$ cat src/rtl/complex_2n_to_n_serializer_pkg.sv
// Shared constants and FSM encoding for the complex serializer / N-to-2N demux pair.
package complex_pkg;

    localparam int unsigned NI            = 8;
    localparam int unsigned ELEMENT_WIDTH = 64;

    typedef enum logic [1:0] {
        IDLE = 2'd0,
        LOW  = 2'd1,
        HIGH = 2'd2
    } ser_state_e;

endpackage : complex_pkg

$ cat src/rtl/complex_2n_to_n_serializer.sv
// Splits a 2*HALF_W vector into a low beat then a high beat, with back-to-back
// capture in HIGH so a stream of vectors sustains one beat per cycle.
module complex_2n_to_n_serializer #(
    parameter  int unsigned NI            = complex_pkg::NI,
    parameter  int unsigned element_width = complex_pkg::ELEMENT_WIDTH,
    localparam int unsigned HALF_W        = element_width * (NI / 2)
) (
    input  logic                clk,
    input  logic                rst,
    input  logic [2*HALF_W-1:0] in_data,
    input  logic                in_valid,
    output logic                in_ready,
    output logic [HALF_W-1:0]   out_data,
    output logic                out_valid,
    input  logic                out_ready,
    output logic                out_sel,
    output logic                out_last
);
    import complex_pkg::*;

    localparam int unsigned FULL_W = 2 * HALF_W;

    ser_state_e        state_q, state_d;
    logic [FULL_W-1:0] hold_q, hold_d;
    logic              in_fire;
    logic              out_fire;

    assign in_fire  = in_valid && in_ready;
    assign out_fire = out_valid && out_ready;

    // State and holding register
    always_ff @(posedge clk) begin
        if (rst) begin
            state_q <= IDLE;
            hold_q  <= '0;
        end else begin
            state_q <= state_d;
            hold_q  <= hold_d;
        end
    end

    // Next state; capture only happens on an accepted input
    always_comb begin
        state_d = state_q;
        hold_d  = hold_q;
        if (in_fire) begin
            hold_d = in_data;
        end
        case (state_q)
            IDLE:    if (in_fire)  state_d = LOW;
            LOW:     if (out_fire) state_d = HIGH;
            HIGH:    if (out_fire) state_d = in_fire ? LOW : IDLE;
            default: state_d = IDLE;
        endcase
    end

    // Output mux; in IDLE the high half stays on out_data as the last beat sent
    always_comb begin
        in_ready  = 1'b0;
        out_valid = 1'b0;
        out_sel   = 1'b0;
        out_last  = 1'b0;
        out_data  = hold_q[FULL_W-1:HALF_W];
        if (rst) begin
            out_data = '0;
        end else begin
            case (state_q)
                IDLE: in_ready = 1'b1;
                LOW: begin
                    out_valid = 1'b1;
                    out_data  = hold_q[HALF_W-1:0];
                end
                HIGH: begin
                    out_valid = 1'b1;
                    out_sel   = 1'b1;
                    out_last  = 1'b1;
                    in_ready  = out_ready;
                end
                default: in_ready = 1'b0;
            endcase
        end
    end

endmodule : complex_2n_to_n_serializer

$ cat config.mk
export PLATFORM = sky130hd
export DESIGN_NAME = complex_2n_to_n_serializer
export DESIGN_NICKNAME = d
export VERILOG_FILES = /design/src/rtl/complex_2n_to_n_serializer_pkg.sv /design/src/rtl/complex_2n_to_n_serializer.sv
export SDC_FILE = /design/constraint.sdc
export NUM_CORES = 1
export LEC_CHECK = 0
export CAP_MARGIN = 40
export CORE_AREA = 2 2 303 305
export CTS_CLUSTER_DIAMETER = 50
export DETAILED_ROUTE_END_ITERATION = 10
export DIE_AREA = 0 0 305 307
export HOLD_SLACK_MARGIN = 0.1
export SETUP_SLACK_MARGIN = 0.05
export SLEW_MARGIN = 20
export SYNTH_ARGS = -nofsm -noshare
export SYNTH_HDL_FRONTEND = slang
export SYNTH_SLANG_ARGS = --single-unit
export TNS_END_PERCENT = 5
$ cat constraint.sdc
create_clock -name clk -period 2.8 [get_ports clk]
set_input_delay 0.56 -clock clk [delete_from_list [all_inputs] [get_ports clk]]
set_output_delay 0.56 -clock clk [all_outputs]
set_load 0.02 [all_outputs]
## Yosys cells after proc, flatten, opt, wreduce, memory -nomap -nowiden

Index checks and enable logic that the tools add are counted.

| operators by class | value |
|---|---|
| mux-type cells | 13 |
| eq/ne operators | 5 |
| reductions and logical operators | 5 |

Operator list:

| cell | count |
|---|---|
| $mux 256 | 2 |
| $mux 1 | 6 |
| $mux 2 | 3 |
| $ne 2x2->1 const B | 3 |
| $pmux 2 s3 | 1 |
| $reduce_and 3->1 | 1 |
| $eq 2x1->1 const B | 1 |
| $eq 2x2->1 const B | 1 |
| $logic_and 1x1->1 | 2 |
| $logic_not 2->1 | 1 |
| $pmux 1 s2 | 1 |
| $reduce_or 2->1 | 1 |

| storage, ports and cells | value |
|---|---|
| bits of input ports | 516 |
| logic and storage cells | 25 |
| output and inout bits | 260 |
| bits in registers | 514 |

## Depth between registers and ports, before layout

Gate-level depths: netlist of run 1.

| logic depth | value |
|---|---|
| depth in word-level cells | 7 |
| gate-level depth with buffers | 8 |
| depth with buffers taken out | 5 |

## Worst setup path after synthesis of run 1

No wires, ideal clock.

| path | value |
|---|---|
| path kind | input to output |
| start point | input port rst |
| end point | output port out_sel |
| stages | 6 |
| arrival | 1.842 ns |
| required time | 2.240 ns |
| setup slack | 0.398 ns |
| buffers on the path | 5 |
| cell sequence | buf_4 > buf_2 > clkbuf_1 > clkbuf_1 > nor2b_1 > buf_4 |

| on the way | value |
|---|---|
| longest elaborated chain between the ends | 1 |

Ends and longest elaborated chain:

| what | line | RTL |
|---|---|---|
| from (decl) | complex_2n_to_n_serializer.sv:9 | `input logic rst,` |
| $mux 1 | n/a |  |
| to (decl) | complex_2n_to_n_serializer.sv:16 | `output logic out_sel,` |

No other way between the ends.

## Worst setup path after layout of run 1

| path | value |
|---|---|
| start point | register state_q[1] |
| end point | output port out_data[44] |

| on the way | value |
|---|---|
| longest elaborated chain between the ends | 3 |

Ends and longest elaborated chain:

| what | line | RTL |
|---|---|---|
| from (decl) | complex_2n_to_n_serializer.sv:23 | `ser_state_e state_q, state_d;` |
| from (signal assigned) | complex_2n_to_n_serializer.sv:37 | `state_q <= state_d;` |
| $eq 2x1->1 | complex_2n_to_n_serializer.sv:67 | `case (state_q)` |
| $mux 256 | complex_2n_to_n_serializer.sv:67 |  |
| $mux 256 | complex_2n_to_n_serializer.sv:64 | `if (rst) begin` |
| to (decl) | complex_2n_to_n_serializer.sv:13 | `output logic [HALF_W-1:0] out_data,` |

No other way between the ends.

==> results of run 1 <==
-- cell families after synthesis --
family          after synthesis  share of synthesized area (%)
simple gates                776                           16.3
mux                         769                           39.1
flops                       514                           39.8
buf+inv                     175                           4.35
fa+ha+maj                     5                          0.242
compound gates                4                          0.121
-- stage by stage --
stage	instance area, um2	hold WS [ps]	instances
after floorplan	25800	553	2243
after global placement	35200	575	4134
after detailed placement	35200	584	4134
after CTS	38200	459	4300
after global routing	38100	475	4312
final	38100	523	4315
-- final cells by class --
cell class / instances / share of cell area (%)
inverter: 2 / 0.0197
sequential: 514 / 27.0
multi-input combinational: 1554 / 38.2
clock inverter: 38 / 1.39
tap: 1186 / 3.89
clock buffer: 106 / 5.93
timing repair buffer: 900 / 23.5
antenna: 15 / 0.0985
-- power groups by stage --
stage                     Combinational (uW)  Clock, uW  Sequential [uW]
after CTS                              11600      10600            10000
final                                  11600      10400             9990
after global routing                   12300      11000            10200
after detailed placement               11000          0            10100
after floorplan                         7620          0             9690
after global placement                 10900          0            10100
-- cell usage after synthesis --
cell,count
mux2i_1,256
inv_1,2
nand2b_4,1
nor2b_1,514
clkbuf_1,69
nor2_1,259
or2_1,1
o32ai_1,1
a31oi_1,1
buf_2,49
mux2_4,469
ha_1,5
a2bb2oi_1,1
buf_6,53
o21bai_1,1
dfxtp_1,514
buf_4,2
and3b_1,1
mux2_2,44
-- final timing paths --
check,start,end,slack (ps)
worst max-delay path,state_q[1],out_data[44],-90
worst min-delay path,in_data[63],hold_q[63],520
worst min register to register,hold_q[511],hold_q[511],600
worst max register to register,state_q[0],hold_q[6],510
-- metal layers --
metal | part of all wire [%] | routed length, um | GRT usage (%) | vias up
met4 | 1.7 | 1430 | 5.11 | 14
met2 | 50 | 40700 | 29.3 | 511
met1 | 41 | 33600 | 19.4 | 8725
li1 | - | - | - | 9144
met5 | 0.12 | 94 | 0 | -
met3 | 7.2 | 5920 | 5.77 | 96
-- worst reg2reg max path, cell delays in order (launching register included) --
cell and delay [ps]:
dfxtp_2 370, inv_1 100, ha_1 240, a31oi_2 290, or2_4 210, buf_12 220
buf_12 350, mux2_2 390
-- repair_timing --
action                     in CTS  in global routing
setup endpoints to repair     260                253
pin swaps                      19                 26
gates resized for setup       900                212
cloned                          7                  0
buffers inserted               15                  1
hold endpoints to repair        0                  0
-- state kept, by name (all words and copies together) (netlist names) --
| signal | cells |
|---|---|
| hold_q | 512 |
| state_q | 2 |
==> metrics.txt, run 1 <==
Reg area=0.0103 mm2; Rows=111; Slew Limit Fails=0; post-synthesis sequential area ratio=39.8%; first-pass GRT wire length=120,000 um; combinational power share=36.3%; Layout area overhead=47.6%; CTS Sinks=514; CP startpoint kind=register; GPL Wtd Cong=0.812; Final HPWL DP=59,100 um; worst clock skew=16.3 ps; DR iter-0 viols=700; vias in the first global route=19,300; H-tree depth=3; # fillers=8,757; Initial Util=28.5%; final hold vios=0; max-cap viol count=0; Synth Area per Inst=11.5 um2; # DRC=0; CTS max path bufs=3; Die Y=307 um; TritonCTS Buffers=79; Util after Layout=42.0%; area of the multi-input gates=0.0146 mm2; Die X=305 um; worst hold path cell count=2; Hold Crit Class=input port to register; initial antenna violation count=18; worst-case vdd ir drop=390 uV; run status=finished, violations left; crit-path max FO=12; CTS tree=done; core area=0.0907 mm2; vias per cell=4.29; Final period util=103%; Worst R2R Path Depth=7; pre-CTS setup slack=-51.1 ps; synth top area cells=dfxtp_1 40%, mux2_4 27%, nor2b_1 12%; Pint=22,400 uW; layout cells sized above 1=32.9%; Via Count=18,500; Flop pwr share=31.3%; cell leakage power=0.0170 uW; CP Class=register to primary output; Max-slew headroom=65.3%; CP max stage delay=320 ps; commonest cells after routing, fill and taps aside=514 x nor2b_1, 514 x clkdlybuf4s50_1, 512 x dfxtp_1; CP endpoint kind=primary output; total die area=0.0936 mm2; #FFs+latches synth=514; DRT Wirelength=81,700 um; CP top delay family=buffers and inverters; Post-Syn Area=0.0258 mm2; Worst Path Required=2240 ps; Skew-Pair Late Insertion Delay=640 ps; Ys Warns=0; # IOs=776; Sw Share=29.9%; Detailed Routing Iterations Pass 1=4; PwrDens=838 mW/mm2; critical path's slowest cell=dfxtp_2; largest net degree at the start of global routing=53; Yosys cell types=19; Clk Tree Root Cell=clkbuf_16; Syn Nets=2,764; Overall Global Routing Usage=16.8%; WL/cell=18.9 um; clock-pin slew of the registers on the worst-case setup and hold paths=60 ps; Congestion Overflow GR=0; share of the synthesized area in the top cell type=39.8%; cell type with the largest total area after synthesis=dfxtp_1; Final min period=2890 ps; stages on the worst setup path=8; Final WS setup=-90.5 ps; measured slew at the worst slew-check pin=520 ps; maximum clock frequency=0.346 GHz; failing checks=setup timing; Psw=9550 uW; Port Buf Inserts=775; RSZ-0062 raised after global routing=yes; cts hold-fix bufs=0; cell chain of the critical path=inv_2 -> ha_4 -> buf_6 -> buf_12 -> buf_16 -> mux2i_2 -> nor2_1 -> dlygate4sd2_1; Nets=3,572; clock power share=32.4%; Pwr Total=31,900 uW; ANT nets after route=0; setup violators final=18; post-synthesis cell count=2,243; critical path arrival=2330 ps; Fin Setup TNS=-833 ps; Buf+Inv Stages, Crit Path=5
Note: power is estimated with default switching activity, not from simulation.
==> run 2, diff against run 1 <==
CAP_MARGIN = 0   (was 40)
CORE_AREA = 2 2 298 300   (was 2 2 303 305)
DIE_AREA = 0 0 300 302   (was 0 0 305 307)
==> metrics.txt, run 2 (synthesis results as in run 1) <==
run status=finished, violations left (unchanged); failing checks=setup timing (unchanged); vias in the first global route=19,200 (was 19,300); Layout Cells excl Fill=4,299 (was 4,315); Worst R2R Path Depth=9 (was 7); CP endpoint kind=primary output (unchanged); total die area=0.0906 mm2 (was 0.0936 mm2); CTS max path bufs=3 (unchanged); Hold Crit Class=input port to register (unchanged); area of the multi-input gates=0.0146 mm2 (about the same); vias per cell=4.33 (was 4.29); Slew Limit Fails=0 (unchanged); RSZ-0062 raised after global routing=yes (unchanged); max-cap viol count=0 (unchanged); core area=0.0876 mm2 (was 0.0907 mm2); Worst Path Required=2240 ps (about the same); # IOs=776 (unchanged); worst hold path cell count=3 (was 2); commonest cells after routing, fill and taps aside=528 x clkdlybuf4s50_1, 514 x nor2b_1, 512 x dfxtp_1 (was 514 x nor2b_1, 514 x clkdlybuf4s50_1, 512 x dfxtp_1); ANT nets after route=0 (unchanged); DR iter-0 viols=826 (was 700); # fillers=8,358 (was 8,757); cell leakage power=0.0173 uW (was 0.0170 uW); Top reg by flops=hold_q (unchanged); Final period util=107% (was 103%); setup violators final=36 (was 18); Port Buf Inserts=775 (unchanged); worst clock skew=33.2 ps (was 16.3 ps); Congestion Overflow GR=0 (unchanged); maximum clock frequency=0.335 GHz (was 0.346 GHz); Placed Cells=4,114 (was 4,134); initial antenna violation count=23 (was 18); layout cells sized above 1=32.0% (was 32.9%); # DRC=0 (unchanged); Fin Setup TNS=-3280 ps (was -833 ps); CP startpoint kind=register (unchanged); Skew-Pair Late Insertion Delay=620 ps (was 640 ps); Initial Util=29.5% (was 28.5%); Nets=3,573 (was 3,572); Overall Global Routing Usage=17.3% (was 16.8%); Final WS setup=-186 ps (was -90.5 ps); WL/cell=19.1 um (was 18.9 um); CTS Sinks=514 (unchanged); Pwr Total=32,000 uW (was 31,900 uW); Via Count=18,600 (was 18,500); final hold vios=0 (unchanged); Die Y=302 um (was 307 um); worst-case vdd ir drop=495 uV (was 390 uV); max reg flops=512 (unchanged); most common cell after layout, fill and taps aside=clkdlybuf4s50_1; Clk Tree Root Cell=clkbuf_16 (unchanged); Reg area=0.0103 mm2 (unchanged); Layout area overhead=47.9% (was 47.6%); pre-CTS setup slack=-2.47 ps (was -51.1 ps); Die X=300 um (was 305 um); GPL Wtd Cong=0.832 (was 0.812); clock-pin slew of the registers on the worst-case setup and hold paths=60 ps (about the same); Final min period=2990 ps (was 2890 ps); first-pass GRT wire length=120,000 um (about the same); PwrDens=837 mW/mm2 (was 838 mW/mm2); cts hold-fix bufs=0 (unchanged); Max-slew headroom=66.0% (was 65.3%); Largest regs=hold_q: 512 flops, state_q: 2 flops (unchanged); critical path arrival=2430 ps (was 2330 ps); CP Class=register to primary output (unchanged); Final HPWL DP=59,600 um (was 59,100 um); CTS tree=done (unchanged); TritonCTS Buffers=79 (unchanged); measured slew at the worst slew-check pin=510 ps (was 520 ps); crit-path max FO=7 (was 12); Detailed Routing Iterations Pass 1=7 (was 4); Hold WS=438 ps (was 523 ps); DRT Wirelength=82,200 um (was 81,700 um); largest net degree at the start of global routing=85 (was 53); Rows=109 (was 111); H-tree depth=3 (unchanged)
run 2: cell types whose count changed in the layout (fill, tap and decap cells not counted), moves of 4 or more:
cell	change
mux2i_2	+5
clkdlybuf4s15_1	-5
buf_8	-4
clkdlybuf4s50_1	+14
clkbuf_2	+6
clkdlybuf4s15_2	+9
dlymetal6s2s_1	+19
dlygate4sd2_1	+5
diode_2	+4
clkbuf_1	-5
buf_6	+4
buf_4	-37
buf_12	-11
run 2: path summary, 6_finish.rpt:
check,startpoint,to,slack (ps)
max reg2reg,state_q[1],hold_q[107],510
max,state_q[1],out_data[122],-190
min,rst,hold_q[200],440
min reg2reg,hold_q[25],hold_q[25],600
run 2: where the power goes:
part / leakage, uW / total (uW) / switching [uW] / internal [uW]
sequential: 0.00424 / 9990 / 941 / 9050
combinational: 0.0117 / 11400 / 4770 / 6620
clock: 0.00139 / 10600 / 3930 / 6660
total: 0.0173 / 32000 / 9630 / 22300
run 2: stage by stage:
stage	area (um2)	utilization (%)
floorplan	25800	-
global placement	35200	40.2
detailed placement	35200	40.2
CTS	38200	43.6
global route	38200	43.6
finish	38200	43.6
run 2: layer usage:
layer  global-route usage (%)  wire [um]  up-vias
met5                        0         90        -
met2                     29.4      39800      550
met1                     20.0      33500     8769
met3                     5.53       6060      142
li1                         -          -     9133
met4                     7.00       2680       14
run 2: repair_timing:
action | CTS | global route
gates resized for setup | 519 | 343
setup buffers | 11 | 6
cloned | 3 | 2
setup endpoints to repair | 260 | 253
pin swaps | 21 | 29
run 2: worst max-delay path: stages, from the launching register on:
cell,delay [ps]
dfxtp_2,330
inv_2,80
ha_4,230
buf_12,190
buf_16,140
buf_12,140
buf_6,120
buf_8,110
mux2i_4,220
nor2_1,70
buf_2,180
run 2: final cells by class:
class | instances | share of cell area [%]
antenna | 19 | 0.125
sequential | 514 | 27.0
multi-input combinational | 1554 | 38.1
clock buffer | 97 | 5.70
inverter | 2 | 0.0197
timing repair buffer | 901 | 23.5
clock inverter | 47 | 1.81
tap | 1165 | 3.82
